## src/rtl/mmcm_ctrl.sv

```systemverilog
// mmcm_ctrl -- reset and input-select sequencer for the clk_wiz_0_clk_wiz MMCM.
//
// Runs on a free-running reference clock that is not produced by the MMCM.
// Holds the MMCM in reset for a fixed pulse, switches clk_in_sel only inside
// that pulse, qualifies `locked`, retries timed-out locks and reports status.
//
// Ports:
//   clk         in   reference clock (not from the MMCM)
//   resetn      in   asynchronous active-low reset
//   sel_req     in   requested input select, taken when switch_req is accepted
//   switch_req  in   one-cycle request to re-lock on sel_req (RUN / FAULT only)
//   locked_in   in   MMCM locked, asynchronous to clk
//   mmcm_reset  out  MMCM reset, active-high
//   clk_in_sel  out  MMCM input select
//   ready       out  lock acquired and filtered
//   busy        out  reset pulse or lock acquisition in progress
//   error       out  retries exhausted, MMCM parked in reset
//   lost_lock   out  sticky: lock dropped while running
//   retry_cnt   out  lock timeouts since the last fresh start
//
// Parameters: RST_HOLD_CYCLES must be >= 4; MAX_RETRIES in 0..15.
module mmcm_ctrl #(
    parameter int RST_HOLD_CYCLES = 16,
    parameter int LOCK_TIMEOUT    = 4096,
    parameter int LOCK_FILTER     = 8,
    parameter int MAX_RETRIES     = 3,
    parameter bit SEL_DEFAULT     = 1'b0
) (
    input  logic       clk,
    input  logic       resetn,
    input  logic       sel_req,
    input  logic       switch_req,
    input  logic       locked_in,
    output logic       mmcm_reset,
    output logic       clk_in_sel,
    output logic       ready,
    output logic       busy,
    output logic       error,
    output logic       lost_lock,
    output logic [3:0] retry_cnt
);
    localparam int HW = $clog2(RST_HOLD_CYCLES) + 1;
    localparam int TW = $clog2(LOCK_TIMEOUT) + 1;
    localparam int FW = $clog2(LOCK_FILTER) + 1;

    localparam logic [HW-1:0] HOLD_LAST = HW'(RST_HOLD_CYCLES - 1);
    localparam logic [TW-1:0] TO_LAST   = TW'(LOCK_TIMEOUT - 1);
    localparam logic [FW-1:0] FLT_LAST  = FW'(LOCK_FILTER - 1);
    localparam logic [3:0]    RETRY_LIM = 4'(MAX_RETRIES);

    typedef enum logic [2:0] {
        S_HOLD,
        S_WAIT_LOCK,
        S_FILTER,
        S_RUN,
        S_FAULT
    } state_t;

    state_t        state;
    logic [HW-1:0] hold_cnt;
    logic [TW-1:0] to_cnt;
    logic [FW-1:0] flt_cnt;
    logic          sel_pending;
    logic          locked_m;
    logic          locked_s;
    logic [TW-1:0] to_next;
    logic [3:0]    retry_next;

    // locked_in is asynchronous to clk: two flops before anything looks at it.
    always_ff @(posedge clk or negedge resetn) begin
        if (!resetn) begin
            locked_m <= 1'b0;
            locked_s <= 1'b0;
        end else begin
            locked_m <= locked_in;
            locked_s <= locked_m;
        end
    end

    // The timeout counter sticks at its terminal value so a locked_s that
    // chatters between WAIT_LOCK and FILTER can never wrap it.
    assign to_next    = (to_cnt >= TO_LAST) ? to_cnt : to_cnt + TW'(1);
    assign retry_next = (retry_cnt == 4'hF) ? retry_cnt : retry_cnt + 4'd1;

    always_ff @(posedge clk or negedge resetn) begin
        if (!resetn) begin
            state       <= S_HOLD;
            hold_cnt    <= '0;
            to_cnt      <= '0;
            flt_cnt     <= '0;
            sel_pending <= SEL_DEFAULT;
            clk_in_sel  <= SEL_DEFAULT;
            mmcm_reset  <= 1'b1;
            ready       <= 1'b0;
            busy        <= 1'b1;
            error       <= 1'b0;
            lost_lock   <= 1'b0;
            retry_cnt   <= 4'd0;
        end else begin
            unique case (state)
                S_HOLD: begin
                    // Select changes one cycle into the pulse, so the MMCM sees
                    // the new input for the rest of the hold before release.
                    if (hold_cnt == '0)
                        clk_in_sel <= sel_pending;
                    if (hold_cnt == HOLD_LAST) begin
                        state      <= S_WAIT_LOCK;
                        mmcm_reset <= 1'b0;
                        to_cnt     <= '0;
                    end else begin
                        hold_cnt <= hold_cnt + HW'(1);
                    end
                end

                S_WAIT_LOCK: begin
                    if (locked_s) begin
                        state   <= S_FILTER;
                        flt_cnt <= FW'(1);
                        to_cnt  <= to_next;
                    end else if (to_cnt >= TO_LAST) begin
                        if (retry_cnt < RETRY_LIM) begin
                            retry_cnt  <= retry_next;
                            state      <= S_HOLD;
                            hold_cnt   <= '0;
                            mmcm_reset <= 1'b1;
                        end else begin
                            state      <= S_FAULT;
                            mmcm_reset <= 1'b1;
                            busy       <= 1'b0;
                            error      <= 1'b1;
                        end
                    end else begin
                        to_cnt <= to_next;
                    end
                end

                S_FILTER: begin
                    // to_cnt is not cleared on the way back to WAIT_LOCK: the
                    // timeout covers the whole acquisition window.
                    to_cnt <= to_next;
                    if (locked_s) begin
                        flt_cnt <= flt_cnt + FW'(1);
                        if (flt_cnt >= FLT_LAST) begin
                            state <= S_RUN;
                            ready <= 1'b1;
                            busy  <= 1'b0;
                        end
                    end else begin
                        state <= S_WAIT_LOCK;
                    end
                end

                S_RUN: begin
                    // Lock loss wins over a same-cycle switch request; the
                    // request is dropped and the old input is re-locked.
                    if (!locked_s) begin
                        lost_lock  <= 1'b1;
                        retry_cnt  <= 4'd0;
                        state      <= S_HOLD;
                        hold_cnt   <= '0;
                        mmcm_reset <= 1'b1;
                        ready      <= 1'b0;
                        busy       <= 1'b1;
                    end else if (switch_req) begin
                        sel_pending <= sel_req;
                        lost_lock   <= 1'b0;
                        retry_cnt   <= 4'd0;
                        state       <= S_HOLD;
                        hold_cnt    <= '0;
                        mmcm_reset  <= 1'b1;
                        ready       <= 1'b0;
                        busy        <= 1'b1;
                    end
                end

                S_FAULT: begin
                    if (switch_req) begin
                        sel_pending <= sel_req;
                        lost_lock   <= 1'b0;
                        retry_cnt   <= 4'd0;
                        state       <= S_HOLD;
                        hold_cnt    <= '0;
                        busy        <= 1'b1;
                        error       <= 1'b0;
                    end
                end

                default: begin
                    state      <= S_HOLD;
                    hold_cnt   <= '0;
                    mmcm_reset <= 1'b1;
                    ready      <= 1'b0;
                    busy       <= 1'b1;
                    error      <= 1'b0;
                end
            endcase
        end
    end
endmodule
```

## config.mk

```make
export PLATFORM = sky130hd
export DESIGN_NAME = mmcm_ctrl
export DESIGN_NICKNAME = d
export VERILOG_FILES = /design/src/rtl/mmcm_ctrl.sv
export SDC_FILE = /design/constraint.sdc
export NUM_CORES = 1
export LEC_CHECK = 0
export ABC_AREA = 1
export CAP_MARGIN = 20
export CORE_MARGIN = 5
export CORE_UTILIZATION = 55
export DETAILED_ROUTE_END_ITERATION = 7
export GPL_TIMING_DRIVEN = 0
export PLACE_DENSITY = 0.74
export SLEW_MARGIN = 30
export SYNTH_ARGS = -nofsm -noshare
export SYNTH_HDL_FRONTEND = slang
export SYNTH_SLANG_ARGS = --single-unit
```

## constraint.sdc

```tcl
create_clock -name clk -period 2 [get_ports clk]
set_input_delay 0.4 -clock clk [delete_from_list [all_inputs] [get_ports clk]]
set_output_delay 0.4 -clock clk [all_outputs]
set_load 0.05 [all_outputs]
```

==> run_results.csv <==
group,metric,value,unit
outcome,status,"completed",
yosys,syn_area,2310,µm²
cts,clockBufferDepth,2,
floorplan,start_util,0.573,
global_routing,grt_max_degree,27,
yosys,synthXorXnorAreaFrac,0.0380,
min_path,hold_end,"locked_s",
sta,finalSetupViolations,0,
cells_and_area,nFillCells,356,
worst_setup_path,critical_path_buf_inv_count,1,
detailed_routing,ant_nets,0,
worst_setup_path,cp.depth,1,
yosys,synth_top_cell_area_share,0.390,
sta,relSlewSlack,0.635,
cells_and_area,syn_to_final_growth,15.1,%
global_routing,grt_pass1_vias,1983,
detailed_routing,routed_wl,5040,µm
cts,ctsHtreeMaxLevel,2,
detailed_routing,drc,0,
min_path,holdCritStartpoint,"locked_m",
global_routing,antenna_found_initial,0,
placed_design,numPortBuffers,14,
placed_design,dp_hpwl,3680,µm
yosys,synth_top_cell_by_area,"dfrtp_1",
cells_and_area,diodes,0,
yosys,yosys-top-cells-count,"nand2_1 (108), dfrtp_1 (36), nor2_1 (25), inv_1 (24), nand3_1 (24)",
detailed_routing,post_drt_wl_per_cell,13.0,µm
cells_and_area,drive_gt1_frac,0.118,
yosys,synth_simple_gate_area_frac,0.391,
worst_setup_path,critPathMaxFanout,4,
floorplan,die_h,74.8,µm
yosys,synth_nets,325,
worst_setup_path,critical_path_class,"register to primary output",
sta,skew,0.00748,ns
worst_setup_path,r2r_slack,0.18,ns
yosys,synth.most_common_cell,"nand2_1",
worst_setup_path,cpMaxStageDelayCell,"clkdlybuf4s50_1",
cts,cts_buffers,5,
yosys,muxShareOfSynthArea,0.00488,
sta,finalMaxSlewViolations,0,
worst_setup_path,r2r-end,"hold_cnt[4]",
yosys,async_flop_share,1.00,
cts,post_cts_buffers,0,
pwr,p_per_area,1340,nW/µm²
worst_setup_path,reg2reg_depth,7,
global_routing,grt_pass1_wl,8790,µm
yosys,avgSynthCellArea,7.35,µm²
worst_setup_path,cp_data_required_time,1.60,ns
min_path,min_path_type,"register to register",
worst_setup_path,rr_startpoint,"retry_cnt[0]",
cts,tritoncts,"yes",
worst_setup_path,cp_cell_sequence,"clkdlybuf4s50_1",
yosys,synth_compound_area_frac,0.0526,
global_routing,track_usage,0.201,
worst_setup_path,cp-start-kind,"register",
detailed_routing,vias,2087,
floorplan,die_width,74.8,µm
cts,clk_latency,0.30,ns
min_path,holdPathStages,0,
yosys,synth_top_family_by_area,"simple AND/OR/NAND/NOR gates",
cts,path_clk_slew,0.08,ns
detailed_routing,drtIter0Drc,178,
floorplan,rows,23,
placed_design,dp.cells,379,
sta,finalCriticalPeriod,1.92,ns
yosys,synth_cell_types,32,
floorplan,fp.dieArea,5590,µm²
yosys,syn_inst,314,
placed_design,finalWeightedCongestion,0.858,
yosys,ys.flop_type,"dfrtp_1",
job,max_cap_violations,0,
yosys,ys_ff_latch,38,
sta,hold_ws,0.353,ns
detailed_routing,via_per_inst,5.38,
yosys,yosysWarnings,0,
yosys,synth.area.top_cells,"dfrtp_1 (39%), nand2_1 (18%), nand4_1 (6.2%)",
worst_setup_path,worstSetupEndpointType,"primary output",
floorplan,io_pins,15,
cts,numClockSinks,38,
yosys,synth-edff-count,0,
yosys,synth_adder_area_share,0.0325,
floorplan,core_area,4030,µm²
pwr,finalPower,3.57,mW
sta,hold_violations,0,
sta,rsz0062_at_grt,"false",
sta,post-route-period-util,0.958,
cells_and_area,finalNonFillerCells,388,
worst_setup_path,cpLargestDelayFamily,"buffers and inverters",
detailed_routing,first_pass_iters,4,
yosys,synth_seq_area_share,0.413,
cells_and_area,final_net_count,348,
pwr,leakage,1.33,nW
worst_setup_path,cp.arrival,1.52,ns
sta,max_freq,0.522,GHz
global_routing,grt_overflow,0,
sta,worstMarginPinSlew,0.543,ns
pwr,ir_drop,653,µV
worst_setup_path,cpPeakStageDelay,0.82,ns
cts,cts-root-buf,"clkbuf_8",
[per-stage QoR]
stage / setup WS [ns] / instance area, µm² / utilization / setup TNS (ns)
after floorplan: 0.189 / 2310 / - / 0
after global placement: -0.402 / 2510 / 0.623 / -14.48
after detailed placement: 0.0454 / 2520 / 0.627 / 0
after CTS: 0.0507 / 2650 / 0.657 / 0
after global routing: 0.0248 / 2660 / 0.659 / 0
final: 0.0835 / 2660 / 0.659 / 0
[metal layers]
| metal | global-route usage | vias up | routed length, µm |
|---|---|---|---|
| li1 | - | 1073 | - |
| met3 | 0.0360 | 9 | 203 |
| met1 | 0.269 | 959 | 2360 |
| met5 | 0 | - | 0 |
| met4 | 0.0791 | 0 | 104 |
| met2 | 0.325 | 46 | 2360 |
[power by group]
group | internal, mW | switching [mW] | total [mW]
Clock | 0.371 | 0.299 | 0.670
Sequential | 0.961 | 0.170 | 1.13
Combinational | 0.566 | 1.20 | 1.77
[area by class of cell]
class	instances	area [µm²]	area share
Buffer	6	38.8	0.0146
Clock buffer	5	68.8	0.0259
Clock inverter	3	45.0	0.0170
Inverter	32	120	0.0452
Multi-Input combinational cell	238	1200	0.453
Sequential cell	38	953	0.359
Tap cell	50	62.6	0.0236
Timing Repair Buffer	16	165	0.0622
[what timing repair did]
item                                   in CTS  in global routing
gates resized for setup                     2                  3
hold buffers                                1                  0
gates cloned                                0                  0
endpoints found under the hold margin      11                  0
setup endpoints to repair                   2                  5
[layout by cell type, fill, tap and decap left out, types with 4 or more instances in the layout]
cell / count
o21ai_0: 9
inv_2: 8
nand2_2: 4
nand3_1: 23
nor2_2: 5
clkdlybuf4s50_1: 10
ha_1: 6
nand4_1: 23
nor3_1: 4
a21oi_1: 5
clkbuf_8: 5
inv_1: 24
xnor2_1: 4
dfrtp_1: 36
nor2_1: 25
xor2_1: 6
nand2_1: 108
[sequential cells by signal, summed over array words and instances (netlist names)]
name / cells
locked_s: 1
busy: 1
mmcm_reset: 1
to_cnt: 13
hold_cnt: 5
retry_cnt: 4
locked_m: 1
lost_lock: 1
ready: 1
state: 3
sel_pending: 1
error: 1
clk_in_sel: 1
flt_cnt: 4
[cells by family after synthesis]
logic type | Yosys count
simple gates | 199
buf+inv | 38
flops | 38
compound gates | 22
xor+xnor | 10
fa+ha+maj | 6
mux | 1
[worst max path at each step]
stage | end | slack, ns | start
4_1_cts | retry_cnt[1] | 0.05 | retry_cnt[1]
6_report | retry_cnt[0] | 0.08 | retry_cnt[0]
3_5_place_dp | error | 0.05 | switch_req
3_3_place_gp | hold_cnt[1] | -0.40 | resetn
5_1_grt | retry_cnt[0] | 0.02 | retry_cnt[0]
2_1_floorplan | hold_cnt[0] | 0.19 | retry_cnt[0]
No activity file was read; power rests on OpenSTA's default activity.
